**config.mk**
```make
export PLATFORM = sky130hd
export DESIGN_NAME = wb_stage
export DESIGN_NICKNAME = d
export VERILOG_FILES = /design/src/rtl/wb_stage_pkg.sv /design/src/rtl/wb_stage_counter.sv /design/src/rtl/wb_stage.sv
export SDC_FILE = /design/constraint.sdc
export NUM_CORES = 1
export LEC_CHECK = 0
export BUFFER_PORTS_ARGS = -buffer_cell sky130_fd_sc_hd__buf_2
export CAP_MARGIN = 20
export CORE_MARGIN = 1.5
export CORE_UTILIZATION = 42
export CTS_CLUSTER_DIAMETER = 100
export DETAILED_ROUTE_END_ITERATION = 10
export GPL_TIMING_DRIVEN = 0
export MAX_ROUTING_LAYER = met4
export PLACE_DENSITY = 0.84
export SLEW_MARGIN = 15
export SYNTH_ARGS = -nofsm -noshare
export SYNTH_HDL_FRONTEND = slang
export SYNTH_SLANG_ARGS = --single-unit
```
**constraint.sdc**
```tcl
create_clock -name clk -period 1.8 [get_ports clk]
set_input_delay 0.09 -clock clk [delete_from_list [all_inputs] [get_ports clk]]
set_output_delay 0.09 -clock clk [all_outputs]
set_load 0.02 [all_outputs]
```
**src/rtl/wb_stage_pkg.sv**
```systemverilog
// Shared constants and types for the writeback stage: bank port widths,
// the fixed vector-byte register index and the stage FSM encoding.
package wb_stage_pkg;

  localparam int RG_W = 4;
  localparam int DC_W = 32;
  localparam int DV_W = 8;

  localparam logic [RG_W-1:0] VREG_IDX = 4'hF;

  typedef enum logic {
    ACCEPT = 1'b0,
    SPLIT  = 1'b1
  } wb_state_t;

endpackage

```
**src/rtl/wb_stage_counter.sv**
```systemverilog
// Free-running wrap-around event counter; counts one per cycle with i_inc set.
// Latency 1 cycle (registered count); never stalls.
module wb_stage_counter #(
  parameter int W = 16
) (
  input  logic         clk,
  input  logic         rst_n,
  input  logic         i_inc,
  output logic [W-1:0] o_count
);

  logic [W-1:0] r_count;

  always_ff @(posedge clk or negedge rst_n) begin
    if (!rst_n) begin
      r_count <= '0;
    end else if (i_inc) begin
      r_count <= r_count + {{(W-1){1'b0}}, 1'b1};
    end
  end

  assign o_count = r_count;

endmodule

```
**src/rtl/wb_stage.sv**
```systemverilog
// Writeback stage: drives register-bank scalar/vector write ports, latency 1.
// A scalar+vector write to VREG is split over two cycles, in_ready drops for the second.
module wb_stage
  import wb_stage_pkg::*;
#(
  parameter logic [RG_W-1:0] VREG  = VREG_IDX,
  parameter int              RET_W = 16
) (
  input  logic             clk,
  input  logic             rst_n,
  input  logic             in_valid,
  output logic             in_ready,
  input  logic [RG_W-1:0]  in_rd,
  input  logic [DC_W-1:0]  in_data,
  input  logic             in_we_c,
  input  logic             in_we_v,
  input  logic [DV_W-1:0]  in_byte,
  output logic [RG_W-1:0]  Rg_WB,
  output logic [DC_W-1:0]  DinC,
  output logic             WE_C,
  output logic [DV_W-1:0]  DinV_8bit,
  output logic             WE_V,
  output logic             fwd_valid,
  output logic [RG_W-1:0]  fwd_rd,
  output logic [DC_W-1:0]  fwd_data,
  output logic [RET_W-1:0] retired_count
);

  wb_state_t       r_state, w_state_nxt;
  logic            r_ready, w_ready;
  logic            r_we_c, w_we_c;
  logic            r_we_v, w_we_v;
  logic [RG_W-1:0] r_rg, w_rg;
  logic [DC_W-1:0] r_dinc, w_dinc;
  logic [DV_W-1:0] r_dinv, w_dinv;
  logic [DV_W-1:0] r_pend, w_pend;

  logic w_xfer;
  logic w_conflict;

  assign w_xfer     = in_valid && r_ready;
  assign w_conflict = in_we_c && in_we_v && (in_rd == VREG);

  always_ff @(posedge clk or negedge rst_n) begin
    if (!rst_n) begin
      r_state <= ACCEPT;
      r_ready <= 1'b0;
      r_we_c  <= 1'b0;
      r_we_v  <= 1'b0;
      r_rg    <= '0;
      r_dinc  <= '0;
      r_dinv  <= '0;
      r_pend  <= '0;
    end else begin
      r_state <= w_state_nxt;
      r_ready <= w_ready;
      r_we_c  <= w_we_c;
      r_we_v  <= w_we_v;
      r_rg    <= w_rg;
      r_dinc  <= w_dinc;
      r_dinv  <= w_dinv;
      r_pend  <= w_pend;
    end
  end

  always_comb begin
    w_state_nxt = r_state;
    case (r_state)
      ACCEPT:  if (w_xfer && w_conflict) w_state_nxt = SPLIT;
      SPLIT:   w_state_nxt = ACCEPT;
      default: w_state_nxt = ACCEPT;
    endcase
  end

  // Next values for the registered outputs; address/data hold when idle.
  always_comb begin
    w_ready = 1'b1;
    w_we_c  = 1'b0;
    w_we_v  = 1'b0;
    w_rg    = r_rg;
    w_dinc  = r_dinc;
    w_dinv  = r_dinv;
    w_pend  = r_pend;
    case (r_state)
      ACCEPT: begin
        if (w_xfer) begin
          w_we_c = in_we_c;
          w_rg   = in_rd;
          w_dinc = in_data;
          if (w_conflict) begin
            // Scalar goes first so VREG ends as {byte, 24'b0}.
            w_pend  = in_byte;
            w_ready = 1'b0;
          end else begin
            w_we_v = in_we_v;
            w_dinv = in_byte;
          end
        end
      end
      SPLIT: begin
        w_we_v = 1'b1;
        w_dinv = r_pend;
      end
      default: ;
    endcase
  end

  wb_stage_counter #(.W(RET_W)) u_ret_cnt (
    .clk     (clk),
    .rst_n   (rst_n),
    .i_inc   (w_xfer),
    .o_count (retired_count)
  );

  assign in_ready  = r_ready;
  assign WE_C      = r_we_c;
  assign WE_V      = r_we_v;
  assign Rg_WB     = r_rg;
  assign DinC      = r_dinc;
  assign DinV_8bit = r_dinv;
  assign fwd_valid = r_we_c;
  assign fwd_rd    = r_rg;
  assign fwd_data  = r_dinc;

endmodule

```
---- Word level (Yosys, flattened, before mapping) ----
Cells that the tools add are included.
word-level totals
  bits of input ports ..................... 49
  logic and storage cells ................. 34
  flip-flop bits (word level) ............. 72
operators by class
  equality and inequality tests ........... 3
  bitwise operators ....................... 1
  muxes and demuxes ....................... 13
  add/sub/neg operators ................... 1
  reductions and logical operators ........ 7
operators by type and width
  kind                   count
  $add 16x1->16 const B  1
  $mux 8                 2
  $pmux 8 s2             1
  $mux 1                 8
  $eq 4x4->1 const B     1
  $logic_and 1x1->1      4
  $ne 2x2->1 const B     2
  $pmux 1 s2             2
  $reduce_and 2->1       2
  $reduce_and 3->1       1
  $not 1->1              1

---- Longest topological paths before layout ----
Gate-level depths: netlist of run 1.
  word-level depth ........................ 5
  depth in mapped cells ................... 5

---- By module ----
From an unflattened synthesis of run 1, not the netlist that was laid out.
unflattened totals
  cell total of the unflattened synthesis .. 272
  area, all modules ....................... 3408.3 sq um
by module, submodules not included
  module            instances  cells each  area each (sq um)
  wb_stage          1          216         2712.6
  wb_stage_counter  1          56          695.7

---- Worst setup path after synthesis of run 1 ----
OpenSTA, ideal clock, no wires.
  path type ............................... register to register
  start ................................... register r_ready (netlist: in_ready)
  end ..................................... register r_pend[0]
  buffers on the path ..................... 0
  period minus slack after synthesis ...... 1.791 ns
  cell stages (with the launch flop) ...... 5
  library setup time ...................... 0.125 ns
  arrival ................................. 1.667 ns
  setup slack ............................. 0.009 ns
  cell sequence ........................... dfrtp_1 -> nand2_1 -> or2_1 -> nor4_4 -> mux2_2
between the ends
  cells in the longest elaborated chain, start to end .. 2
ends and longest elaborated chain
  what                        line            text
  start, declared             wb_stage.sv:30  logic r_ready, w_ready;
  start signal, assigned      wb_stage.sv:56  r_ready <= w_ready;
  $logic_and 1x1->1           wb_stage.sv:41  assign w_xfer = in_valid && r_ready;
  $reduce_and 3->1 (no line)  n/a
  end signal, assigned        wb_stage.sv:62  r_pend <= w_pend;
  end, declared               wb_stage.sv:36  logic [DV_W-1:0] r_pend, w_pend;
Every way passes these cells.
A chain may end at the register's enable or synchronous reset.

---- Final worst setup path of run 1 ----
  start ................................... register r_state
  end ..................................... register r_dinc[16] (netlist: DinC[16])
between the ends
  cells in the longest elaborated chain, start to end .. 2
ends and longest elaborated chain
  what                        line            text
  start, declared             wb_stage.sv:29  wb_state_t r_state, w_state_nxt;
  start signal, assigned      wb_stage.sv:55  r_state <= w_state_nxt;
  $not 1->1 (no line)         n/a
  $reduce_and 2->1 (no line)  n/a
  end signal, assigned        wb_stage.sv:60  r_dinc <= w_dinc;
  end, declared               wb_stage.sv:34  logic [DC_W-1:0] r_dinc, w_dinc;
Every way passes these cells.

==> results of run 1 <==
[metrics by stage]
stage	utilization [%]	hold slack (ns)	area [um2]	instances	power [mW]
after CTS	65.26	0.0008164	4733	533	4.855
after global placement	55.15	0.3236	4000	471	3.172
after floorplan	-	-0.2056	3136	224	2.769
after detailed placement	55.46	0.04368	4023	472	3.225
after global routing	65.43	0.0008757	4746	534	5.058
final	65.43	0.01855	4746	534	4.818
[synthesized netlist by cell type, drive strengths merged]
master | n | area share (%)
mux2 | 61 | 22
o311ai | 1 | 0.52
dfrtp | 72 | 57
nand3 | 7 | 1.1
nand2 | 8 | 0.96
nand4 | 3 | 0.60
buf | 42 | 9.7
and2 | 1 | 0.20
ha | 1 | 0.40
nor2 | 1 | 0.12
inv | 3 | 0.36
and3 | 2 | 0.40
xnor2 | 13 | 3.6
or2 | 1 | 0.20
nor3 | 1 | 0.16
nor4 | 1 | 0.68
and4 | 3 | 0.84
o21bai | 1 | 0.24
xor2 | 2 | 0.56
[state kept, by name, indices dropped and copies added (netlist names)]
name	flops
DinC	32
DinV_8bit	8
Rg_WB	4
WE_C	1
WE_V	1
in_ready	1
r_pend	8
r_state	1
u_ret_cnt.o_count	16
[power by group]
| group | switching (mW) | internal, mW |
|---|---|---|
| combinational | 0.666 | 0.599 |
| clock | 0.586 | 0.960 |
| sequential | 0.184 | 1.82 |
| total | 1.44 | 3.38 |
[worst max-delay path by stage]
stage	startpoint	to	slack [ns]	cells past startpoint
6_report	r_state$_DFF_PN0_	DinC[16]$_DFFE_PN0P_	0.10	5
5_1_grt	r_state$_DFF_PN0_	Rg_WB[1]$_DFFE_PN0P_	0.01	5
4_1_cts	r_state$_DFF_PN0_	r_pend[1]$_DFFE_PN0P_	0.0007	5
3_5_place_dp	in_rd[2]	DinV_8bit[5]$_DFFE_PN0P_	-0.11	5
3_3_place_gp	in_ready$_DFF_PN0_	r_pend[7]$_DFFE_PN0P_	-0.1	4
2_1_floorplan	in_ready$_DFF_PN0_	r_pend[0]$_DFFE_PN0P_	0.009	4
[critical path: stages (launching register included)]
cell and delay [ns]:
dfrtp_1 0.32, buf_2 0.24, or2_1 0.20, clkbuf_4 0.25, buf_4 0.22, mux2_2 0.35
[routing by layer]
metal  part of all wire (%)  up-vias
li1                       -     1143
met1                     39     1157
met2                     52       99
met3                    8.0        6
met4                   0.61        0
met5                      0        -
[repair_timing]
action                                  in CTS  in global routing
hold buffers                                43                  1
pin swaps                                    1                  1
resized for setup                            3                  1
endpoints found under the setup margin      37                 37
setup buffers                                2                  0
hold endpoints to repair                    71                  1
[cell families (layout without fill, tap and decap cells)]
kind of cell / Yosys count / in the layout / synth area share [%]
DFF: 72 / 72 / 57.46
AOI/OAI and AO/OA: 2 / 2 / 0.7584
xor gates and xnor gates: 15 / 15 / 4.190
and+or+nand+nor: 28 / 28 / 5.267
muxes: 61 / 61 / 21.91
adders and majority gates: 1 / 1 / 0.3990
buffers and inverters: 45 / 256 / 10.02
[final cells by class]
class	count	area, um2	share of cell area [%]
repair buffers	195	1231	25.94
clock inverters	5	103.9	2.188
multi-input cells	107	1020	21.49
clock buffers	11	141.4	2.979
flip-flops and latches	72	1802	37.96
plain buffers	42	312.8	6.591
inverters	3	11.26	0.2373
well taps	99	123.9	2.610
==> flow_summary.yaml, run 1 <==
timing:
  fmax_ghz: 0.5893
  fin_crit_ns: 1.697
  skew_ns: 0.007234
  tightest_slew_ns: 0.8624
  fin_crit_sh_pct: 94.28
  setup_tns_ns: 0
  fin_ws_ns: 0.1029
  rsz0062_at_grt: "no"
  final_hold_viol_count: 0
  drv_slew: 0
  setup-violations-final: 0
  slew_headroom_pct: 42.42
die:
  ios: 149
  dieArea_mm2: 0.007993
  start_util_pct: 43.23
  die_w_um: 89.41
  std_cell_rows: 31
  die_y_um: 89.41
  core_area_mm2: 0.007253
global_routing:
  grt.overflow.total: 0
  antenna_found_initial: 0
  grt_max_degree: 44
  busiest_layer: "met2"
  met1_usage_pct: 20.14
  met3_usage_pct: 6.279
  grt.total_usage_pct: 18.97
  grt_use_met2_pct: 34.04
  grt_pass1_wl_um: 11100
  grt_pass1_vias: 2364
worst_hold_path:
  hold_depth: 3
  worstHoldEndpoint: "WE_V$_DFF_PN0_"
  hp-start: "in_we_v"
  hold_class: "input port to register"
drt:
  routed-via-count: 2405
  drc: 0
  drtIter0Drc: 45
  ant_nets: 0
  dr.pass1.iters: 3
  wl_um: 7416
  post_drt_via_cell_ratio: 4.504
  routedWlPerCell_um: 13.89
synthesis:
  syn_area_per_cell_um2: 14.00
  netlist_area_mm2: 0.003136
  syn_nets: 274
  netlist_instances: 224
  ys_seq_area_share_pct: 57.46
  synth_cell_types: 20
  ys_ff_latch: 72
  yosys_warnings: 0
power:
  power_density_mw_per_mm2: 1015
  ir_worst_vdd_mv: 0.5823
  cellLeakagePower_nw: 2.385
final_layout:
  drive_above_1_share_pct: 62.30
  final_cell_mix: "148 x buf_2, 72 x dfrtp_1, 61 x mux2_2"
  nets: 480
  area_growth_syn_to_layout_pct: 51.36
  fillers: 554
  antenna_cells: 0
  final_common_cell: "buf_2"
clock_network:
  cts_tree: "built"
  cts_root_buf: "clkbuf_8"
  cts_htree_levels: 3
  clk_latency_ns: 0.33
  cts-buffers-inserted: 9
  path_clk_slew_ns: 0.07
  clock_sinks: 72
  clockBufferDepth: 2
critical_path:
  endpoint_kind: "register"
  cp.arrival_ns: 1.91
  crit_type: "register to register"
  worstSetupStartpointType: "register"
  worstPathRequired_ns: 2.01
  cp_max_fo: 10
  r2r_slack_ns: 0.10
  r2r_start: "r_state$_DFF_PN0_"
  worst_r2r_endpoint: "DinC[16]$_DFFE_PN0P_"
  rr_worst_depth: 5
placement:
  dp_hpwl_um: 5010
  gp_congestion: 0.6696
  port_buffers: 148
  dp_slack_ns: -0.1070
run_status:
  status: "completed"
job:
  maxCapViolCount: 0
No activity file was read; power rests on OpenSTA's default activity.
==> inputs of run 2 (changes only) <==
--- a/config.mk
+++ b/config.mk
@@ -13,7 +13,7 @@
 export DETAILED_ROUTE_END_ITERATION = 10
 export GPL_TIMING_DRIVEN = 0
 export MAX_ROUTING_LAYER = met4
-export PLACE_DENSITY = 0.84
+export PLACE_DENSITY = 0.79
 export SLEW_MARGIN = 15
 export SYNTH_ARGS = -nofsm -noshare
 export SYNTH_HDL_FRONTEND = slang
==> run 2 against run 1 <==
Compared with the run above:
- first-iteration DRC count increased by 27%
- design area decreased by 0.90%
- cell count unchanged
- worst setup slack improved by 0.013 ns
==> flow_summary.yaml, run 2 (synthesized netlist as in run 1, its figures left out) <==
run_status:
  status: "completed"
final_layout:
  antenna_cells: 0
  drive_above_1_share_pct: 62.53
  multi_input_area_mm2: 0.001020
  largest_register_ff_count: 32
  nets: 480
  final_cell_mix: "148 x buf_2, 72 x dfrtp_1, 61 x mux2_2"
  fillers: 543
  final_common_cell: "buf_2"
  final_util_pct: 64.84
  area_growth_syn_to_layout_pct: 50.00
  layout.cells.non_filler: 534
  fin_area_mm2: 0.004703
  seq_area_mm2: 0.001802
drt:
  post_drt_via_cell_ratio: 4.549
  drc: 0
  routed-via-count: 2429
  drtIter0Drc: 57
  routedWlPerCell_um: 13.79
  wl_um: 7366
  ant_nets: 0
  dr.pass1.iters: 3
die:
  die_w_um: 89.41
  ios: 149
  start_util_pct: 43.23
  std_cell_rows: 31
  core_area_mm2: 0.007253
  die_y_um: 89.41
  dieArea_mm2: 0.007993
placement:
  dp_slack_ns: -0.1332
  port_buffers: 148
  dp_cells: 472
  placed_cell_area_mm2: 0.004023
  dp_hpwl_um: 4976
  gp_congestion: 0.7055
global_routing:
  antenna_found_initial: 0
  grt.total_usage_pct: 18.86
  grt_pass1_vias: 2318
  grt_pass1_wl_um: 10840
  grt_max_degree: 40
  grt.overflow.total: 0
power:
  cellLeakagePower_nw: 2.365
  total_power_mw: 4.542
  ir_worst_vdd_mv: 0.4245
  power_density_mw_per_mm2: 965.8
timing:
  rsz0062_at_grt: "no"
  hold_slack_ns: 0.01408
  fmax_ghz: 0.5940
  setup_tns_ns: 0
  tightest_slew_ns: 0.8520
  slew_headroom_pct: 43.11
  fin_ws_ns: 0.1164
  setup-violations-final: 0
  drv_slew: 0
  fin_crit_sh_pct: 93.53
  fin_crit_ns: 1.684
  final_hold_viol_count: 0
  skew_ns: 0.008601
critical_path:
  cp.arrival_ns: 1.90
  cpPeakStageDelay_ns: 0.36
  cpMaxStageDelayCell: "mux2_2"
  cp_max_fo: 10
  worstPathRequired_ns: 2.02
  crit_type: "register to register"
  path_cells: "buf_2 > or2_1 > clkbuf_4 > buf_4 > mux2_2"
  cp_top_family: "buffers and inverters"
  endpoint_kind: "register"
  cp_num_buf_inv: 3
  worstSetupStartpointType: "register"
clock_network:
  clockBufferDepth: 2
  clock_sinks: 72
  path_clk_slew_ns: 0.07
  cts_root_buf: "clkbuf_8"
  clk_latency_ns: 0.34
  cts-buffers-inserted: 9
  cts_htree_levels: 3
  cts_tree: "built"
worst_hold_path:
  hold_class: "input port to register"
job:
  maxCapViolCount: 0
==> run 2: where the power goes <==
part	switching [mW]	internal, mW	leakage (nW)	total, mW
clock network	0.595	0.683	0.103	1.28
registers	0.191	1.82	0.882	2.01
logic	0.653	0.597	1.38	1.25
==> run 2: final timing paths <==
path | startpoint | endpoint | slack [ns] | cells after the start
max | r_state$_DFF_PN0_ | DinC[21]$_DFFE_PN0P_ | 0.12 | 5
min | in_data[13] | DinC[13]$_DFFE_PN0P_ | 0.01 | 2
max reg2reg | r_state$_DFF_PN0_ | DinC[21]$_DFFE_PN0P_ | 0.12 | 5
min reg2reg | u_ret_cnt.o_count[8]$_DFFE_PN0P_ | u_ret_cnt.o_count[8]$_DFFE_PN0P_ | 0.49 | 1
max in group asynchronous | rst_n | WE_C$_DFF_PN0_ | 1.01 | 3
min in group asynchronous | rst_n | DinC[15]$_DFFE_PN0P_ | 0.23 | 2
==> run 2: what timing repair did <==
item                                   in CTS  in global routing
pin swaps                                   1                  1
setup endpoints to repair                  37                 37
hold buffers                               44                  0
endpoints found under the hold margin      76                  0
resized for setup                           3                  1
buffers inserted                            2                  0
==> run 2: layout make-up <==
type,instances,share of cell area [%]
Sequential cell,72,38.31
Clock inverter,6,1.383
Buffer,42,6.651
Timing Repair Buffer,195,26.18
Inverter,3,0.2394
Clock buffer,10,2.926
Multi-Input combinational cell,107,21.68
Tap cell,99,2.634
==> run 2: worst reg2reg max path, cell delays in order, from the launching register on <==
cell	delay (ns)
dfrtp_1	0.32
buf_2	0.24
or2_1	0.20
clkbuf_4	0.24
buf_4	0.22
mux2_2	0.36
==> run 2: per-layer routing <==
layer | vias to the layer above | GRT usage, % | routed length [um]
met5 | - | - | 0
met2 | 105 | 33.29 | 3755
met1 | 1165 | 20.53 | 3024
li1 | 1149 | - | -
met4 | 0 | 7.692 | 106
met3 | 10 | 4.155 | 479
